File: src/rtl/pht_update_scheduler.sv
// Serialises all writes into the gshare PHT: initial sweep, then buffered
// redirect/commit updates applied as read-modify-write pairs on a single-port SRAM.
module pht_update_scheduler #(
  parameter int INDEX_W    = 10,
  parameter int TAG_W      = 10,
  parameter int FIFO_DEPTH = 4
) (
  input  logic                              clk,
  input  logic                              rst_n,
  input  logic                              clear_i,
  input  logic                              redir_valid,
  output logic                              redir_ready,
  input  logic [INDEX_W+TAG_W:0]            redir_info,
  input  logic                              cmt_valid,
  output logic                              cmt_ready,
  input  logic [INDEX_W+TAG_W:0]            cmt_info,
  output logic                              pht_en,
  output logic                              pht_we,
  output logic [INDEX_W-1:0]                pht_addr,
  output logic [TAG_W+2:0]                  pht_wdata,
  input  logic [TAG_W+2:0]                  pht_rdata,
  output logic                              init_done,
  output logic [$clog2(FIFO_DEPTH+1)-1:0]   fifo_count
);

  localparam int INFO_W = INDEX_W + TAG_W + 1;
  localparam int PTR_W  = $clog2(FIFO_DEPTH);
  localparam int CNT_W  = $clog2(FIFO_DEPTH + 1);

  typedef enum logic [1:0] {
    INIT,
    IDLE,
    READ,
    WRITE
  } state_t;

  state_t state, state_nx;

  logic [INDEX_W-1:0] sweep_ptr;
  logic [INFO_W-1:0]  mem [FIFO_DEPTH];
  logic [PTR_W-1:0]   wr_ptr, rd_ptr;
  logic               full, empty;
  logic               push, pop;
  logic [INFO_W-1:0]  push_data;
  logic [INFO_W-1:0]  head;
  logic [INDEX_W-1:0] head_idx;
  logic [TAG_W-1:0]   head_tag;
  logic               head_taken;
  logic [2:0]         ctr_cur, ctr_nx;
  logic               unused_rdata_tag;

  assign full  = (fifo_count == CNT_W'(FIFO_DEPTH));
  assign empty = (fifo_count == '0);

  assign redir_ready = init_done & ~full & ~clear_i;
  assign cmt_ready   = init_done & ~full & ~clear_i & ~redir_valid;

  assign push      = (redir_valid & redir_ready) | (cmt_valid & cmt_ready);
  assign push_data = redir_valid ? redir_info : cmt_info;
  assign pop       = (state == READ) & ~clear_i & ~empty;

  assign head       = mem[rd_ptr];
  assign head_idx   = head[INFO_W-1 -: INDEX_W];
  assign head_tag   = head[TAG_W:1];
  assign head_taken = head[0];

  assign ctr_cur          = pht_rdata[TAG_W+2:TAG_W];
  assign unused_rdata_tag = ^pht_rdata[TAG_W-1:0];

  always_comb begin
    ctr_nx = ctr_cur;
    if (head_taken) begin
      if (ctr_cur != 3'b111) ctr_nx = ctr_cur + 3'd1;
    end else begin
      if (ctr_cur != 3'b000) ctr_nx = ctr_cur - 3'd1;
    end
  end

  always_ff @(posedge clk or negedge rst_n) begin
    if (!rst_n) begin
      state     <= INIT;
      sweep_ptr <= '0;
      init_done <= 1'b0;
    end else begin
      state <= state_nx;
      if (clear_i) begin
        sweep_ptr <= '0;
        init_done <= 1'b0;
      end else if (state == INIT) begin
        sweep_ptr <= sweep_ptr + 1'b1;
        if (sweep_ptr == '1) init_done <= 1'b1;
      end
    end
  end

  always_comb begin
    state_nx = state;
    unique case (state)
      INIT:    if (sweep_ptr == '1) state_nx = IDLE;
      IDLE:    if (!empty) state_nx = READ;
      READ:    state_nx = WRITE;
      WRITE:   state_nx = IDLE;
      default: state_nx = INIT;
    endcase
    if (clear_i) state_nx = INIT;
  end

  // SRAM controls are decoded from state; gating with rst_n keeps them idle
  // while reset is held, and clear_i suppresses the access of its own cycle.
  always_comb begin
    pht_en    = 1'b0;
    pht_we    = 1'b0;
    pht_addr  = '0;
    pht_wdata = '0;
    if (rst_n && !clear_i) begin
      unique case (state)
        INIT: begin
          pht_en    = 1'b1;
          pht_we    = 1'b1;
          pht_addr  = sweep_ptr;
          pht_wdata = {3'b100, {TAG_W{1'b0}}};
        end
        IDLE: begin
          if (!empty) begin
            pht_en   = 1'b1;
            pht_addr = head_idx;
          end
        end
        READ: begin
          pht_en    = 1'b1;
          pht_we    = 1'b1;
          pht_addr  = head_idx;
          pht_wdata = {ctr_nx, head_tag};
        end
        default: ;
      endcase
    end
  end

  always_ff @(posedge clk or negedge rst_n) begin
    if (!rst_n) begin
      wr_ptr     <= '0;
      rd_ptr     <= '0;
      fifo_count <= '0;
    end else if (clear_i) begin
      wr_ptr     <= '0;
      rd_ptr     <= '0;
      fifo_count <= '0;
    end else begin
      if (push) wr_ptr <= wr_ptr + 1'b1;
      if (pop)  rd_ptr <= rd_ptr + 1'b1;
      unique case ({push, pop})
        2'b10:   fifo_count <= fifo_count + 1'b1;
        2'b01:   fifo_count <= fifo_count - 1'b1;
        default: ;
      endcase
    end
  end

  always_ff @(posedge clk) begin
    if (push) mem[wr_ptr] <= push_data;
  end

endmodule

File: config.mk
export PLATFORM = sky130hd
export DESIGN_NAME = pht_update_scheduler
export DESIGN_NICKNAME = d
export VERILOG_FILES = /design/src/rtl/pht_update_scheduler.sv
export SDC_FILE = /design/constraint.sdc
export NUM_CORES = 1
export LEC_CHECK = 0
export CAP_MARGIN = 20
export CORE_ASPECT_RATIO = 1.5
export CORE_UTILIZATION = 30
export DETAILED_ROUTE_END_ITERATION = 10
export HOLD_SLACK_MARGIN = 0.15
export PLACE_DENSITY_LB_ADDON = 0.05
export SETUP_SLACK_MARGIN = 0.15
export SKIP_LAST_GASP = 1
export SLEW_MARGIN = 20
export SYNTH_ARGS = -nofsm -noshare
export SYNTH_HDL_FRONTEND = slang
export SYNTH_SLANG_ARGS = --single-unit
File: constraint.sdc
create_clock -name clk -period 4.8 [get_ports clk]
set_clock_uncertainty 0.15 [all_clocks]
set_input_delay 0.96 -clock clk [delete_from_list [all_inputs] [get_ports clk]]
set_output_delay 0.96 -clock clk [all_outputs]
set_load 0.02 [all_outputs]
==> flow_summary_export.csv, run 1 <==
group,metric,value,unit
status,run_status,"finished clean",
pwr,p_switching,0.483,mW
synthesis,synth_top_family_by_area,"multiplexers",
synthesis,synth-xor-area-share,0.0199,
floorplanning,io_pins,91,
sta,setup_viol,0,
worst_setup_path,crit_fanout,11,
synthesis,synth_mux_area_frac,0.161,
placement,io_buffers,80,
floorplanning,die_w,106,µm
detailed_routing,firstDrtPassIters,4,
synthesis,syn_avg_cell_area,15.3,µm²
detailed_routing,avgViaCountPerCell,4.68,
clock_tree,cts-root-buf,"clkbuf_16",
min_path,hp-start,"init_done$_DFFE_PN0P_",
min_path,hold_class,"register to register",
synthesis,synth_nets,389,
pwr,power.density,314,mW/mm²
synthesis,synth_fa_ha_area_frac,0.0352,
sta,slew_headroom,0.694,
final_layout,nets,480,
worst_setup_path,required,3.69,ns
pwr,p_sw_frac,0.247,
pwr,pwr-share-seq,0.516,
sta,finalHoldViolCount,0,
global_route,grt_overflow,0,
pwr,power,1.96,mW
sta,fin_crit_sh,0.886,
synthesis,syn_area,0.00484,mm²
sta,tns,0,ns
placement,dp_hpwl,7.23,mm
placement,dp.cells,599,
final_layout,area_growth,28.7,%
pwr,p_int,1.47,mW
clock_tree,cts_sinks,104,
synthesis,synthArstFlopShare,0.192,
clock_tree,cts.repair.resized,0,
detailed_routing,wl_per_cell,17.2,µm
detailed_routing,route.final.wire_length,10.6,mm
synthesis,syn-instance-count,316,
worst_setup_path,reg2regPathDepth,8,
final_layout,nFillCells,1518,
global_route,grt_first_pass_wirelength,16.7,mm
clock_tree,hold_buffers,0,
sta,rsz0062_at_grt,"false",
global_route,grt_max_degree,23,
pwr,p_comb_frac,0.118,
min_path,hold_depth,2,
clock_tree,clockBufferDepth,2,
final_layout,antenna_cells,0,
synthesis,ys_ff_latch,104,
pwr,p_clk_frac,0.366,
placement,gp_congestion,0.700,
global_route,track_usage,0.135,
sta,hold-worst-slack,0.410,ns
floorplanning,coreArea,0.0157,mm²
synthesis,synth-edff-count,84,
floorplanning,die_y,158,µm
final_layout,stdcell_count,615,
pwr,ir_drop,0.159,mV
worst_setup_path,crit_arrival,3.15,ns
worst_setup_path,cp-end-kind,"output pin",
sta,final_max_slew_viol_count,0,
synthesis,yosys.area_share.simple,0.0985,
worst_setup_path,r2r_setup_slack,2.36,ns
detailed_routing,vias,2877,
final_layout,final_core_util,0.397,
sta,fin_crit,4.26,ns
detailed_routing,drc,0,
sta,timing.fmax,235,MHz
global_route,grt_pass1_vias,3053,
worst_setup_path,start_kind,"input port",
detailed_routing,drt-initial-drc-count,86,
clock_tree,cts_setup_buffers,0,
clock_tree,clk_latency,0.34,ns
worst_setup_path,worst-setup-path-type,"input port to output pin",
synthesis,ys_seq_area_frac,0.624,
synthesis,yosysWarningCount,0,
worst_setup_path,r2r_end,"fifo_count[2]$_DFFE_PN0P_",
pwr,leakagePower,2.10,nW
min_path,min_to,"init_done$_DFFE_PN0P_",
clock_tree,cts_buffers,9,
worst_setup_path,reg2reg_from,"fifo_count[2]$_DFFE_PN0P_",
final_layout,drive_gt1_frac,0.192,
global_route,antenna_found_initial,0,
floorplanning,dieArea,0.0167,mm²
clock_tree,cts_tree,"done",
detailed_routing,ant_nets,0,
sta,worst_pin_slew,0.458,ns
flow_run,maxCapViolations,0,
synthesis,synth_top_flop_cell,"edfxtp_1",
synthesis,synth_compound_area_frac,0.0414,
floorplanning,start_util,0.308,
synthesis,synth_cell_type_count,41,
clock_tree,cts.clk_slew.worst_paths,0.08,ns
floorplanning,rows,56,
clock_tree,htree_levels,3,
## sequential cells by signal (all words and copies together) (netlist names)
register and cells:
mem 84, wr_ptr 2, state 2, init_done 1
rd_ptr 2, sweep_ptr 10, fifo_count 3
## power by group through the flow
stage | Combinational [mW] | Clock (mW) | Sequential (mW)
floorplan | 0.133 | 0 | 1.03
global placement | 0.230 | 0 | 1.03
detailed placement | 0.234 | 0 | 1.03
CTS | 0.235 | 0.736 | 1.01
global route | 0.254 | 0.769 | 1.01
finish | 0.230 | 0.717 | 1.01
## logic make-up (layout without fill, tap and decap cells)
logic type / after synthesis / count (layout)
adders and majority gates: 13 / 13
DFF: 104 / 104
buffers and inverters: 23 / 119
xor gates and xnor gates: 11 / 11
and+or+nand+nor: 87 / 87
AOI/OAI and AO/OA: 30 / 30
muxes: 48 / 48
## critical path: stages
cell and delay [ns]:
clkdlybuf4s50_1 0.75, or3b_2 0.64, a21oi_1 0.17, clkdlybuf4s50_1 0.62
## stage by stage
step	cell area, µm²	setup WS [ns]
after floorplan	4840	1.37
after global placement	5940	0.495
after detailed placement	5940	0.472
after CTS	6230	0.474
after global routing	6230	0.389
final	6230	0.545
## cells in the final DEF, fill, tap and decap left out, types with 6 or more instances in the layout
cell and count:
and2_1 6, ha_1 12, xnor2_1 7, a22oi_1 9
mux2_2 23, inv_1 8, dfrtp_1 20, nand2_1 12
nor3_1 8, nor2b_1 11, a21oi_1 9, mux4_2 21
edfxtp_1 84, buf_4 15, clkbuf_16 9, nor2_1 26
clkdlybuf4s50_1 80
## worst max-delay path by stage
stage	slack [ns]	cells past startpoint	from	endpoint
after global routing	0.39	5	rst_n	pht_wdata[0]
after detailed placement	0.47	4	rst_n	pht_addr[5]
after CTS	0.47	4	rst_n	pht_addr[5]
after floorplan	1.37	3	clear_i	pht_wdata[12]
final	0.54	4	rst_n	pht_en
after global placement	0.50	4	rst_n	pht_addr[5]
## area by class of cell
class                   instances  area (µm²)  share of cell area
multi-input cells             189        1720               0.276
repair buffers                 95         913               0.147
clock buffers                  10         229              0.0367
flip-flops and latches        104        3020               0.485
inverters                       8        30.0             0.00482
clock inverters                 6        62.6              0.0100
well taps                     203         254              0.0408
## metal layers
metal | share of wire | vias up | GRT usage
met5 | 0 | - | 0
met4 | 0.010 | 0 | 0.0437
met3 | 0.033 | 6 | 0.0272
met2 | 0.52 | 61 | 0.241
met1 | 0.43 | 1432 | 0.163
li1 | - | 1378 | -
## synthesized netlist by cell type, types with 2 or more instances
cell	count	area, µm²
nor3_1	8	40.0
nand4_1	4	25.0
nand2b_1	4	25.0
nor2b_1	11	68.8
and2_1	6	37.5
mux4_2	21	473
o31ai_1	2	15.0
edfxtp_1	84	2520
mux2_2	23	259
nor2_1	26	97.6
xnor2_1	7	61.3
or3_1	3	18.8
xor2_1	4	35.0
a21oi_1	9	45.0
inv_1	8	30.0
nand3b_1	2	15.0
ha_1	12	150
a22oi_1	9	67.6
clkbuf_1	7	26.3
nand2_1	12	45.0
o21ai_0	4	20.0
nor3b_1	4	30.0
buf_1	4	15.0
mux2i_1	3	30.0
buf_2	3	15.0
dfrtp_1	20	500
o31a_1	2	17.5
Note: power is estimated with default switching activity, not from simulation.
==> run 2, diff against run 1 <==
- ABC_AREA: default -> 1
- SLEW_MARGIN: 20 -> 10
==> flow_summary_export.csv, run 2 <==
group,metric,value,unit
synthesis,synthArstFlopShare,0.192,
synthesis,ys_seq_area_frac,0.601,
worst_setup_path,r2r_setup_slack,2.45,ns
final_layout,nets,697,
synthesis,synth.top_cell.area_share,0.502,
clock_tree,cts.repair.resized,0,
clock_tree,cts.clk_slew.worst_paths,0.06,ns
final_layout,antenna_cells,0,
detailed_routing,vias,3904,
flow_run,maxCapViolations,0,
global_route,grt_first_pass_wirelength,20.0,mm
detailed_routing,ant_nets,0,
sta,tns,0,ns
worst_setup_path,worst-setup-path-type,"input port to output pin",
sta,final_max_slew_viol_count,0,
synthesis,synth-edff-count,84,
final_layout,top_register,"mem",
clock_tree,cts_setup_buffers,0,
sta,setup_viol,0,
worst_setup_path,cp-end-kind,"output pin",
clock_tree,hold_buffers,0,
global_route,grt_pass1_vias,3793,
clock_tree,cts-root-buf,"clkbuf_16",
global_route,grt_overflow,0,
synthesis,synth_cell_type_count,29,
floorplanning,rows,57,
worst_setup_path,crit_fanout,11,
synthesis,ys_ff_latch,104,
worst_setup_path,crit_arrival,2.92,ns
pwr,ir_drop,0.159,mV
synthesis,synth_top_cell_by_area,"edfxtp_1",
floorplanning,die_y,161,µm
floorplanning,dieArea,0.0173,mm²
sta,slew_headroom,0.491,
clock_tree,cts_sinks,104,
detailed_routing,wl_per_cell,15.3,µm
synthesis,synth_top_flop_cell,"edfxtp_1",
final_layout,final_cell_mix,"nand2_1 (151), edfxtp_1 (84), nor2_1 (81)",
worst_setup_path,start_kind,"input port",
detailed_routing,route.final.wire_length,12.8,mm
floorplanning,io_pins,91,
pwr,pwr-share-seq,0.463,
synthesis,ys_top_cells_by_area,"edfxtp_1 (50%), nand2_1 (11%), dfrtp_1 (10%), nor2_1 (6.3%), o21ai_0 (4.7%)",
clock_tree,cts_tree,"done",
synthesis,synth_nets,615,
sta,rsz0062_at_grt,"false",
clock_tree,htree_levels,3,
final_layout,layout_commonest_cell,"nand2_1",
placement,gp_congestion,0.771,
pwr,leakagePower,2.46,nW
worst_setup_path,worstPathCellList,"clkdlybuf4s50_1 > inv_2 > nand2_2 > or2_1 > a21oi_1 > clkdlybuf4s50_1",
sta,setup_slack,0.766,ns
clock_tree,clockBufferDepth,2,
placement,preCtsSetupSlack,0.770,ns
pwr,p_switching,0.685,mW
final_layout,drive_gt1_frac,0.0795,
pwr,p_comb_frac,0.221,
sta,worst_pin_slew,0.763,ns
synthesis,syn_area,0.00503,mm²
worst_setup_path,reg2reg_from,"fifo_count[0]$_DFFE_PN0P_",
synthesis,yosysMostFrequentCell,"nand2_1",
worst_setup_path,crit_slowest_cell,"clkdlybuf4s50_1",
min_path,hold_class,"register to register",
min_path,hold_depth,2,
synthesis,syn-instance-count,542,
global_route,grt_max_degree,48,
pwr,p_clk_frac,0.316,
placement,dp.cells,819,
min_path,min_to,"state[0]$_DFFE_PN0P_",
worst_setup_path,reg2regPathDepth,12,
final_layout,nFillCells,1639,
worst_setup_path,cp_common_cell,"clkdlybuf4s50_1",
global_route,track_usage,0.155,
pwr,p_sw_frac,0.307,
floorplanning,coreArea,0.0163,mm²
detailed_routing,drt-initial-drc-count,109,
sta,finalHoldViolCount,0,
global_route,antenna_found_initial,0,
pwr,p_int,1.55,mW
synthesis,netlist_top_cells_count,"nand2_1 (151), nor2_1 (85), edfxtp_1 (84)",
placement,dp_hpwl,8.50,mm
floorplanning,start_util,0.309,
worst_setup_path,required,3.69,ns
sta,fin_crit_sh,0.840,
synthesis,yosysWarningCount,0,
worst_setup_path,cpPeakStageDelay,0.65,ns
clock_tree,cts_buffers,9,
worst_setup_path,r2r_end,"fifo_count[2]$_DFFE_PN0P_",
pwr,power.density,350,mW/mm²
detailed_routing,firstDrtPassIters,4,
detailed_routing,avgViaCountPerCell,4.68,
final_layout,top_regs,"mem (84), sweep_ptr (10), fifo_count (3)",
final_layout,stdcell_count,835,
status,run_status,"finished clean",
synthesis,syn_avg_cell_area,9.28,µm²
sta,timing.fmax,248,MHz
final_layout,largest_register_ffs,84,
detailed_routing,drc,0,
floorplanning,die_w,108,µm
min_path,hp-start,"state[0]$_DFFE_PN0P_",
placement,io_buffers,80,
final_layout,area_growth,26.9,%
sta,fin_crit,4.03,ns
clock_tree,clk_latency,0.34,ns
==> run 2: cell types whose count changed in the layout (fill, tap and decap cells not counted), sizes merged, moves of 9 or more <==
cell   before  now
inv        12   42
o21ai       4   51
a22oi       9    0
a21oi       9   31
mux4       21    0
nand2      12  157
nand3       0   18
o22ai       0   10
nor2b      11    0
nor2       26   87
mux2       24    0
==> run 2: worst max path at each step <==
stage | start | end | slack [ns]
after floorplan | clear_i | pht_addr[0] | 1.81
after global routing | pht_rdata[10] | pht_wdata[12] | 0.66
after CTS | clear_i | pht_addr[3] | 0.76
final | clear_i | pht_addr[3] | 0.77
after global placement | clear_i | pht_wdata[7] | 0.78
after detailed placement | clear_i | pht_addr[3] | 0.77
==> run 2: worst max-delay path, delay by kind of cell <==
| family | cells | cell delay [ns] |
|---|---|---|
| simple gates | 2 | 0.49 |
| buf+inv | 3 | 1.21 |
| compound gates | 1 | 0.25 |
==> run 2: final cells by class <==
cell class                 instances  area (µm²)  area share
clock buffer                      10         229      0.0359
clock inverter                     6        57.6     0.00902
inverter                          38         143      0.0223
multi-input combinational        380        1790       0.280
sequential                       104        3020       0.474
tap                              206         258      0.0404
timing repair buffer              91         883       0.138
==> run 2: cell families after synthesis <==
group / count (synthesis) / synth area share
xor+xnor: 1 / 0.00174
compound gates: 95 / 0.0998
fa+ha+maj: 13 / 0.0338
simple gates: 271 / 0.218
flops: 104 / 0.601
buf+inv: 58 / 0.0450
==> run 2: power by group through the flow <==
stage               logic [mW]  registers (mW)  clock network [mW]
finish                   0.493            1.03               0.706
global route             0.561            1.04               0.763
CTS                      0.501            1.03               0.726
detailed placement       0.499            1.05                   0
global placement         0.494            1.05                   0
floorplan                0.296            1.05                   0
==> run 2: per-layer routing <==
layer / vias up / GRT usage / part of all wire
met3: 5 / 0.0288 / 0.028
li1: 1978 / - / -
met5: - / 0 / 0
met2: 60 / 0.283 / 0.52
met1: 1861 / 0.181 / 0.44
met4: 0 / 0.0448 / 0.011
==> run 2: through the flow <==
stage | hold WS [ns] | power, mW | cell area (µm²) | util
2_1_floorplan | 0.344 | 1.35 | 5030 | -
3_3_place_gp | 0.376 | 1.55 | 6100 | 0.375
3_5_place_dp | 0.384 | 1.55 | 6100 | 0.375
4_1_cts | 0.401 | 2.26 | 6380 | 0.393
5_1_grt | 0.429 | 2.36 | 6380 | 0.393
6_report | 0.397 | 2.23 | 6380 | 0.393
==> run 3, diff against run 2 <==
- clock period: 4.8 -> 4.2 ns (I/O delays scaled with it)
==> flow_summary_export.csv, run 3 (same netlist as run 2, synthesis figures left out) <==
group,metric,value,unit
floorplanning,coreArea,0.0163,mm²
sta,timing.fmax,267,MHz
final_layout,largest_register_ffs,84,
sta,worst_pin_slew,0.738,ns
detailed_routing,route.final.wire_length,12.9,mm
floorplanning,die_y,161,µm
clock_tree,clk_latency,0.34,ns
global_route,grt_pass1_vias,3790,
final_layout,top_register,"mem",
pwr,power,2.56,mW
placement,gp_congestion,0.732,
clock_tree,cts_tree,"done",
clock_tree,cts_setup_buffers,0,
final_layout,top_regs,"mem (84), sweep_ptr (10), fifo_count (3)",
placement,dp_hpwl,8.72,mm
detailed_routing,firstDrtPassIters,5,
pwr,leakagePower,2.47,nW
clock_tree,clockBufferDepth,2,
clock_tree,cts.repair.resized,0,
flow_run,maxCapViolations,0,
worst_setup_path,worst-setup-path-type,"input port to output pin",
worst_setup_path,crit_slowest_cell,"clkdlybuf4s50_1",
floorplanning,die_w,108,µm
clock_tree,hold_buffers,0,
pwr,power.density,400,mW/mm²
clock_tree,cts_buffers,9,
detailed_routing,vias,3934,
floorplanning,start_util,0.309,
final_layout,final_cell_mix,"nand2_1 (151), edfxtp_1 (84), nor2_1 (81)",
min_path,hold_class,"register to register",
detailed_routing,wl_per_cell,15.4,µm
floorplanning,io_pins,91,
sta,fin_crit_sh,0.893,
global_route,track_usage,0.158,
global_route,grt_first_pass_wirelength,20.4,mm
placement,io_buffers,80,
detailed_routing,wl_met1,5.62,mm
detailed_routing,met3_length,428,µm
sta,setup_viol,0,
clock_tree,cts.clk_slew.worst_paths,0.07,ns
floorplanning,rows,57,
clock_tree,cts_sinks,104,
worst_setup_path,crit_arrival,2.76,ns
pwr,ir_drop,0.186,mV
final_layout,antenna_cells,0,
sta,finalHoldViolCount,0,
worst_setup_path,cp_common_cell,"clkdlybuf4s50_1",
worst_setup_path,worstPathCellList,"clkdlybuf4s50_1 > inv_2 > nand2_2 > or2_1 > a21oi_1 > clkdlybuf4s50_1",
clock_tree,cts-root-buf,"clkbuf_16",
detailed_routing,avgViaCountPerCell,4.71,
global_route,antenna_found_initial,0,
sta,final_max_slew_viol_count,0,
final_layout,nets,698,
detailed_routing,routed.top_layer,"met4",
detailed_routing,drc,0,
worst_setup_path,crit_fanout,11,
detailed_routing,drt-initial-drc-count,200,
sta,slew_headroom,0.508,
detailed_routing,ant_nets,0,
sta,tns,0,ns
detailed_routing,wl_met2,6.68,mm
worst_setup_path,cpPeakStageDelay,0.64,ns
global_route,grt_overflow,0,
clock_tree,htree_levels,3,
final_layout,drive_gt1_frac,0.0810,
worst_setup_path,cp-end-kind,"output pin",
worst_setup_path,start_kind,"input port",
floorplanning,dieArea,0.0173,mm²
final_layout,layout_commonest_cell,"nand2_1",
sta,rsz0062_at_grt,"false",
status,run_status,"finished clean",
global_route,grt_max_degree,48,
worst_setup_path,required,3.21,ns
final_layout,area_growth,27.1,%
sta,fin_crit,3.75,ns
[run 3: cell count changes in the layout (fill, tap and decap cells not counted), sizes merged]
cell,delta
buf,+1
inv,+1
clkinv,-1
[run 3: worst max-delay path: cells and delay by family]
family                 cells  cell delay [ns]
AO/OA/AOI/OAI              1             0.24
buffers and inverters      3             1.20
AND/OR/NAND/NOR            2             0.48
[run 3: where the power goes]
| group | switching [mW] | internal, mW |
|---|---|---|
| combinational | 0.355 | 0.204 |
| sequential | 0.0417 | 1.15 |
| clock | 0.390 | 0.419 |
[run 3: final timing paths]
kind,from,to,slack (ns),cells past startpoint
max reg2reg,fifo_count[0]$_DFFE_PN0P_,fifo_count[2]$_DFFE_PN0P_,1.87,12
min,state[1]$_DFFE_PN0P_,state[1]$_DFFE_PN0P_,0.40,2
max,clear_i,pht_addr[4],0.45,6
min in group asynchronous,rst_n,state[0]$_DFFE_PN0P_,0.75,2
max in group asynchronous,rst_n,sweep_ptr[3]$_DFFE_PN0P_,2.91,2
min reg2reg,state[1]$_DFFE_PN0P_,state[1]$_DFFE_PN0P_,0.40,2
[run 3: final cells by class]
| cell class | instances | area (µm²) |
|---|---|---|
| fillers | 1649 | 9870 |
| clock buffers | 10 | 229 |
| repair buffers | 92 | 891 |
| flip-flops and latches | 104 | 3020 |
| well taps | 206 | 258 |
| multi-input cells | 380 | 1790 |
| inverters | 38 | 143 |
| clock inverters | 6 | 57.6 |
[run 3: routing by layer]
metal,global-route usage,up-vias
met5,0,-
met4,0.0592,0
met3,0.0227,8
met2,0.278,82
met1,0.192,1871
li1,-,1973
[run 3: stage by stage]
step	area [µm²]	util	setup WS, ns	hold WS (ns)	instances
2_1_floorplan	5030	-	1.45	0.344	542
3_5_place_dp	6100	0.375	0.412	0.382	820
4_1_cts	6390	0.393	0.403	0.400	836
3_3_place_gp	6100	0.375	0.434	0.377	820
6_report	6390	0.393	0.449	0.400	836
5_1_grt	6390	0.393	0.299	0.423	836
